### src/rtl/dmem_port_arbiter_pkg.sv
// Shared definitions for the data-memory port arbiter.
//  XLEN, ROB_TAG_LEN : datapath and ROB tag widths
//  BUS_COMMAND       : command driven on the Dmem port
//  MEM_SIZE          : access size for the Dmem port
//  ARB_STATE         : arbiter FSM state encoding (also exported for debug)
package dmem_port_arbiter_pkg;

  localparam int XLEN        = 32;
  localparam int ROB_TAG_LEN = 5;

  typedef enum logic [1:0] {
    BUS_NONE  = 2'h0,
    BUS_LOAD  = 2'h1,
    BUS_STORE = 2'h2
  } BUS_COMMAND;

  typedef enum logic [1:0] {
    BYTE   = 2'h0,
    HALF   = 2'h1,
    WORD   = 2'h2,
    DOUBLE = 2'h3
  } MEM_SIZE;

  typedef enum logic [1:0] {
    IDLE       = 2'h0,
    LOAD_BUSY  = 2'h1,
    STORE_BUSY = 2'h2
  } ARB_STATE;

endpackage

### src/rtl/dmem_port_arbiter_rr_arbiter.sv
// Combinational round-robin picker for the load buffers.
//  req         : per-requester request bits
//  ptr         : index that has highest priority this round
//  grant       : one-hot winner (all zero when nothing requests)
//  grant_idx   : binary index of the winner
//  grant_valid : at least one request present
module rr_arbiter #(
  parameter int NUM_REQ = 2,
  parameter int IDX_W   = 1
) (
  input  logic [NUM_REQ-1:0] req,
  input  logic [IDX_W-1:0]   ptr,
  output logic [NUM_REQ-1:0] grant,
  output logic [IDX_W-1:0]   grant_idx,
  output logic               grant_valid
);

  // Scan starting at ptr and wrapping; the first requester seen wins.
  always_comb begin
    grant       = '0;
    grant_idx   = '0;
    grant_valid = 1'b0;
    for (int k = 0; k < NUM_REQ; k++) begin
      if (!grant_valid && req[(int'(ptr) + k) % NUM_REQ]) begin
        grant_valid                          = 1'b1;
        grant_idx                            = IDX_W'((int'(ptr) + k) % NUM_REQ);
        grant[(int'(ptr) + k) % NUM_REQ]     = 1'b1;
      end
    end
  end

endmodule

### src/rtl/dmem_port_arbiter.sv
// Shares the single data-memory port between NUM_LB load buffers and the
// ROB store-commit path. Stores win over loads; loads are round-robin.
// Optional watchdog: define DMEM_ARB_TIMEOUT_EN to abort a transaction that
// sees no Dmem_ready within TIMEOUT_CYCLES busy cycles.
//
// Ports
//  clock, reset          : clock, asynchronous active-low reset
//  lb_read_mem/address/rob_tag : per-load-buffer request, address, ROB tag
//  st_commit_req/address/data/size : store at the ROB head
//  branch_misprediction  : squash the in-flight load result
//  Dmem_ready/Dmem_rdata : memory completion and load data
//  dmem_command/addr/wdata/size : command to mem_stage
//  lb_grant              : one-hot, held while the load is outstanding
//  lb_done/load_result/load_rob_tag : one-cycle load completion
//  st_commit_ack         : one-cycle store completion
//  arb_busy, timeout_err : status
//  state_dbg             : current FSM state
//
// Handshake: a request is a level held by the requester; the arbiter samples
// it only in IDLE and captures address/data/tag on that edge, so the requester
// may drop or change its inputs afterwards. The transaction is outstanding
// from the next cycle until the cycle in which Dmem_ready is high; the done or
// ack pulse follows on the cycle after that, which is always an IDLE cycle.
module dmem_port_arbiter
  import dmem_port_arbiter_pkg::*;
#(
  parameter int NUM_LB         = 2,
  parameter int TIMEOUT_CYCLES = 64
) (
  input  logic                          clock,
  input  logic                          reset,
  input  logic [NUM_LB-1:0]             lb_read_mem,
  input  logic [NUM_LB*XLEN-1:0]        lb_address,
  input  logic [NUM_LB*ROB_TAG_LEN-1:0] lb_rob_tag,
  input  logic                          st_commit_req,
  input  logic [XLEN-1:0]               st_address,
  input  logic [XLEN-1:0]               st_data,
  input  MEM_SIZE                       st_size,
  input  logic                          branch_misprediction,
  input  logic                          Dmem_ready,
  input  logic [XLEN-1:0]               Dmem_rdata,
  output BUS_COMMAND                    dmem_command,
  output logic [XLEN-1:0]               dmem_addr,
  output logic [XLEN-1:0]               dmem_wdata,
  output MEM_SIZE                       dmem_size,
  output logic [NUM_LB-1:0]             lb_grant,
  output logic [NUM_LB-1:0]             lb_done,
  output logic [XLEN-1:0]               load_result,
  output logic [ROB_TAG_LEN-1:0]        load_rob_tag,
  output logic                          st_commit_ack,
  output logic                          arb_busy,
  output logic                          timeout_err,
  output ARB_STATE                      state_dbg
);

  localparam int IDX_W = (NUM_LB > 1) ? $clog2(NUM_LB) : 1;

  ARB_STATE               state, next_state;
  logic [IDX_W-1:0]       rr_ptr;
  logic [IDX_W-1:0]       win_idx;
  logic [XLEN-1:0]        cap_addr;
  logic [XLEN-1:0]        cap_data;
  MEM_SIZE                cap_size;
  logic [ROB_TAG_LEN-1:0] cap_tag;
  logic                   squash;

  logic                   take;
  logic                   take_store;
  logic                   timeout_hit;
  logic                   wd_expired;
  logic [NUM_LB-1:0]      done_next;
  logic                   ack_next;

  logic [NUM_LB-1:0]      arb_grant;
  logic [IDX_W-1:0]       arb_idx;
  logic                   arb_any;

  rr_arbiter #(
    .NUM_REQ (NUM_LB),
    .IDX_W   (IDX_W)
  ) u_rr (
    .req         (lb_read_mem),
    .ptr         (rr_ptr),
    .grant       (arb_grant),
    .grant_idx   (arb_idx),
    .grant_valid (arb_any)
  );

  assign state_dbg = state;
  assign arb_busy  = (state != IDLE);

  // Next state, capture strobes and Dmem-side outputs.
  always_comb begin
    next_state   = state;
    take         = 1'b0;
    take_store   = 1'b0;
    timeout_hit  = 1'b0;
    dmem_command = BUS_NONE;
    case (state)
      IDLE: begin
        if (st_commit_req) begin
          next_state = STORE_BUSY;
          take       = 1'b1;
          take_store = 1'b1;
        end else if (arb_any) begin
          next_state = LOAD_BUSY;
          take       = 1'b1;
        end
      end
      LOAD_BUSY: begin
        dmem_command = BUS_LOAD;
        if (Dmem_ready) begin
          next_state = IDLE;
        end else if (wd_expired) begin
          next_state  = IDLE;
          timeout_hit = 1'b1;
        end
      end
      STORE_BUSY: begin
        dmem_command = BUS_STORE;
        if (Dmem_ready) begin
          next_state = IDLE;
        end else if (wd_expired) begin
          next_state  = IDLE;
          timeout_hit = 1'b1;
        end
      end
      default: next_state = IDLE;
    endcase
  end

  // Per-requester outputs and completion pulses for the next cycle.
  always_comb begin
    lb_grant   = '0;
    done_next  = '0;
    ack_next   = 1'b0;
    dmem_addr  = '0;
    dmem_wdata = '0;
    dmem_size  = BYTE;
    if (state != IDLE) begin
      dmem_addr  = cap_addr;
      dmem_wdata = cap_data;
      dmem_size  = cap_size;
    end
    if (state == LOAD_BUSY) begin
      lb_grant[win_idx] = 1'b1;
      // A mispredict coincident with Dmem_ready squashes as well.
      if (Dmem_ready && !squash && !branch_misprediction) begin
        done_next[win_idx] = 1'b1;
      end
    end
    if (state == STORE_BUSY && Dmem_ready) begin
      ack_next = 1'b1;
    end
  end

  always_ff @(posedge clock or negedge reset) begin
    if (!reset) begin
      state         <= IDLE;
      rr_ptr        <= '0;
      win_idx       <= '0;
      cap_addr      <= '0;
      cap_data      <= '0;
      cap_size      <= BYTE;
      cap_tag       <= '0;
      squash        <= 1'b0;
      lb_done       <= '0;
      load_result   <= '0;
      load_rob_tag  <= '0;
      st_commit_ack <= 1'b0;
    end else begin
      state         <= next_state;
      lb_done       <= done_next;
      st_commit_ack <= ack_next;
      load_result   <= (done_next != '0) ? Dmem_rdata : '0;
      load_rob_tag  <= (done_next != '0) ? cap_tag : '0;
      if (take) begin
        squash <= 1'b0;
        if (take_store) begin
          cap_addr <= st_address;
          cap_data <= st_data;
          cap_size <= st_size;
        end else begin
          cap_addr <= lb_address[int'(arb_idx)*XLEN +: XLEN];
          cap_data <= '0;
          cap_size <= WORD;
          cap_tag  <= lb_rob_tag[int'(arb_idx)*ROB_TAG_LEN +: ROB_TAG_LEN];
          win_idx  <= arb_idx;
          // The pointer only moves on load grants; stores do not disturb fairness.
          rr_ptr   <= (arb_idx == IDX_W'(NUM_LB - 1)) ? '0 : arb_idx + IDX_W'(1);
        end
      end else if (state == LOAD_BUSY && branch_misprediction) begin
        squash <= 1'b1;
      end
    end
  end

`ifdef DMEM_ARB_TIMEOUT_EN
  localparam int CNT_W = $clog2(TIMEOUT_CYCLES) + 1;

  logic [CNT_W-1:0] busy_cnt;
  logic             timeout_q;

  // busy_cnt counts completed busy cycles of the current transaction.
  assign wd_expired  = (busy_cnt == CNT_W'(TIMEOUT_CYCLES - 1));
  assign timeout_err = timeout_q;

  always_ff @(posedge clock or negedge reset) begin
    if (!reset) begin
      busy_cnt  <= '0;
      timeout_q <= 1'b0;
    end else begin
      if (state == IDLE) busy_cnt <= '0;
      else               busy_cnt <= busy_cnt + CNT_W'(1);
      if (timeout_hit) timeout_q <= 1'b1;
    end
  end
`else
  assign wd_expired  = 1'b0;
  // Constant low; the parameter is referenced only to keep it in use.
  assign timeout_err = (TIMEOUT_CYCLES < 0);
`endif

endmodule

### config.mk
export PLATFORM = sky130hd
export DESIGN_NAME = dmem_port_arbiter
export DESIGN_NICKNAME = d
export VERILOG_FILES = /design/src/rtl/dmem_port_arbiter_pkg.sv /design/src/rtl/dmem_port_arbiter_rr_arbiter.sv /design/src/rtl/dmem_port_arbiter.sv
export SDC_FILE = /design/constraint.sdc
export NUM_CORES = 1
export LEC_CHECK = 0
export ABC_CLOCK_PERIOD_IN_PS = 3200
export CELL_PAD_IN_SITES_DETAIL_PLACEMENT = 0
export CELL_PAD_IN_SITES_GLOBAL_PLACEMENT = 2
export CORE_ASPECT_RATIO = 0.6
export CORE_UTILIZATION = 24
export CTS_CLUSTER_SIZE = 25
export DETAILED_ROUTE_END_ITERATION = 16
export HOLD_SLACK_MARGIN = 0.08
export PLACE_DENSITY = 0.9
export SLEW_MARGIN = 10
export SYNTH_ARGS = -nofsm -noshare
export SYNTH_HDL_FRONTEND = slang
export SYNTH_SLANG_ARGS = --single-unit
### constraint.sdc
create_clock -name clock -period 3.2 [get_ports clock]
set_input_delay 0.8 -clock clock [delete_from_list [all_inputs] [get_ports clock]]
set_output_delay 0.8 -clock clock [all_outputs]
set_load 0.02 [all_outputs]
==> key figures <==
Timing
  • RSZ-0062 raised after global routing: no
  • Fmax achieved: 334 MHz
  • Final hold vios: 0
  • Final period utilization: 93.6%
  • Final Slew Violations: 0
  • Fin Hold WS: 304 ps
  • Max-Slew Margin vs Limit: 53.0%
  • Post-route minimum period: 2990 ps
  • Final TNS setup: 0 ps
  • Final Setup Violations: 0
  • Measured slew at the worst slew-check pin: 705 ps
  • Fin Clk Skew: 7.87 ps
  • Setup ws final: 205 ps

Synthesis
  • Ys flop type: dfrtp_1
  • Synth top area cells: dfrtp_1 56%, nor2b_1 8.5%, a22o_1 5.6%
  • Warnings from Yosys: 0
  • Most frequent cells after synthesis: 116 x dfrtp_1, 70 x nor2b_1, 41 x and2_1
  • Seq/Total Area, Yosys: 56.1%
  • Post-synth top area share: 56.1%
  • Syn avg cell area: 10.6 µm²
  • Post-synth EDFFs: 0
  • Netlist cell types: 31
  • Post-synthesis register bit count: 116
  • Post-Syn Instances: 486
  • Syn Nets: 669
  • Asr flop ratio synth: 100%
  • Synthesized area: 5170 µm²
  • Most frequent cell after synthesis: dfrtp_1
  • Area leader, netlist: dfrtp_1

Die
  • Core ar.: 21100 µm²
  • Boundary pin count: 293
  • Row cnt: 41
  • Die outline height: 116 µm
  • Die area: 22200 µm²
  • Starting Density: 24.5%
  • Die Width: 192 µm

Setup path
  • Crit path launch type: flop
  • Setup CP Type: flop to output pin
  • Endpoint type of the worst setup path: output pin
  • Critical Path RT: 2400 ps
  • Crit path DAT: 2190 ps
  • Start point of the critical path: state_dbg[1]
  • Critical path peak fanout: 19
  • Reg2reg start: state_dbg[1]

Worst hold path
  • HP Class: input port to asynchronous set/reset pin

Cells and area
  • Ant diodes: 0
  • # fillers: 2063
  • Final #Nets: 945
  • Share of layout cells above drive strength 1: 7.11%
  • Layout Area Growth over Synthesis: 74.3%
  • Finished Cell Area: 9020 µm²
  • Non-Filler Instances: 1053

Pwr
  • Sw Share: 36.2%
  • Clock Power Share: 25.0%
  • Logic pwr share: 47.0%
  • Power per cell area: 896 nW/µm²
  • Cell internal pwr: 5.15 mW
  • NetSw: 2.92 mW
  • Leakage: 3.65 nW
  • Reg power frac: 28.0%
  • VDD IR max: 0.389 mV

Place
  • Placer Congestion: 0.792
  • Placed Instances: 1021
  • Placed cell area: 8380 µm²
  • Buffers added on ports: 291
  • Detail Placement HPWL: 13.8 mm
  • Dpl ws: 485 ps

Global routing
  • Met2 Use GR: 26.5%
  • Vias in the first global route: 4798
  • Global routing's busiest layer: met2
  • Tot GR Track Use: 17.3%
  • Remaining Overflow, GRT: 0
  • Antenna violations before repair: 2
  • Pin count of the biggest net entering global routing: 74
  • Met3 GRT Util: 7.12%
  • First-pass GRT wire length: 28.4 mm
  • Met1 Usage GRT: 22.5%

Outcome
  • Outcome: completed

Clocking
  • CTS Buffer Depth: 2
  • CTS Buf Count: 17
  • TritonCTS clock tree: built
  • CTS clock-pin slew for the worst setup and hold paths: 60 ps
  • Clock sink count: 116
  • CTS Root Cell: clkbuf_16
  • Worst-Skew Late Latency: 410 ps
  • H-tree levels: 4

Job
  • Max-Cap Viols: 0

Route
  • Vias: 4868
  • DR WL/cell: 18.4 µm
  • Total Wirelength: 19.3 mm
  • Avg Vias per Cell: 4.62
  • DRT Pass-1 Iters: 4
  • DR iter-0 viols: 250
  • Routed Antenna Nets: 0
  • Residual DRC: 0
-- what timing repair did --
| action | in CTS | in global routing |
|---|---|---|
| endpoints found under the setup margin | 0 | 21 |
| buffers inserted | 0 | 1 |
| hold buffers | 0 | 0 |
| gates resized for setup | 0 | 0 |
-- area by class of cell --
type / instances / area (µm²) / share of cell area (%)
Clock buffer: 19 / 443 / 4.91
Clock inverter: 12 / 179 / 1.98
Inverter: 4 / 15.0 / 0.167
Multi-Input combinational cell: 318 / 2030 / 22.5
Sequential cell: 116 / 2900 / 32.2
Tap cell: 279 / 349 / 3.87
Timing Repair Buffer: 305 / 3100 / 34.3
-- worst max-delay path, cell delays in order (launching register included) --
cell and delay (ps):
dfrtp_1 400, inv_1 150, ha_4 340, buf_4 270, nor2b_1 70, clkdlybuf4s50_1 530
-- through the flow --
step / total power, mW / utilization, %
detailed placement: 6.07 / 39.7
global placement: 6.07 / 39.7
finish: 8.07 / 42.8
CTS: 8.16 / 42.7
global route: 8.56 / 42.8
floorplan: 4.31 / -
-- logic make-up (layout without fill, tap and decap cells) --
| group | count (synthesis) | after routing | synth area share, % |
|---|---|---|---|
| buffers and inverters | 52 | 340 | 5.15 |
| DFF | 116 | 116 | 56.1 |
| AOI/OAI and AO/OA | 156 | 156 | 19.7 |
| adders and majority gates | 4 | 4 | 0.967 |
| and+or+nand+nor | 157 | 157 | 18.0 |
| other | 1 | 1 | 0.0725 |
-- worst paths after layout --
check | endpoint | slack, ps | depth (start not counted)
max | dmem_addr[21] | 210 | 5
min | cap_data[5] | 300 | 1
max reg2reg | rr_ptr | 1100 | 7
min reg2reg | load_rob_tag[0] | 480 | 1
max in group asynchronous | load_result[28] | 2130 | 2
min in group clock | load_rob_tag[0] | 480 | 1
-- routing by layer --
metal  vias up  routed length (µm)
met5         -                  21
met4         4                 167
met3        17                1770
met2       209                8690
met1      2344                8680
li1       2294                   -
-- state kept, by name (all words and copies together) (netlist names) --
| signal | cells |
|---|---|
| cap_addr | 32 |
| lb_done | 2 |
| cap_tag | 5 |
| squash | 1 |
| st_commit_ack | 1 |
| win_idx | 1 |
| cap_data | 32 |
| state_dbg | 2 |
| rr_ptr | 1 |
| load_result | 32 |
| load_rob_tag | 5 |
| cap_size | 2 |
-- power by group through the flow --
stage / combinational [mW] / sequential [mW] / clock (mW)
global placement: 3.78 / 2.29 / 0
global route: 4.10 / 2.32 / 2.14
CTS: 3.81 / 2.26 / 2.09
floorplan: 2.07 / 2.24 / 0
detailed placement: 3.80 / 2.27 / 0
finish: 3.79 / 2.26 / 2.02
-- cell usage in the layout, fill, tap and decap left out, drive strengths merged --
cell           instances
o22ai                 33
nor2                   3
or2                    1
dfrtp                116
clkinv                 3
o21ai                 40
a21oi                  8
o31ai                  1
o21a                   1
buf                   16
nand3                 37
inv                    6
o22a                   1
nor2b                 70
nand2b                 2
and2                  41
conb                   1
clkinvlp               3
a31oi                 38
a22o                  33
o31a                   1
clkdlybuf4s50        289
and4bb                 1
bufinv                 4
and2b                  1
nand2                  1
ha                     4
clkbuf                19
Note: power is estimated with default switching activity, not from simulation.
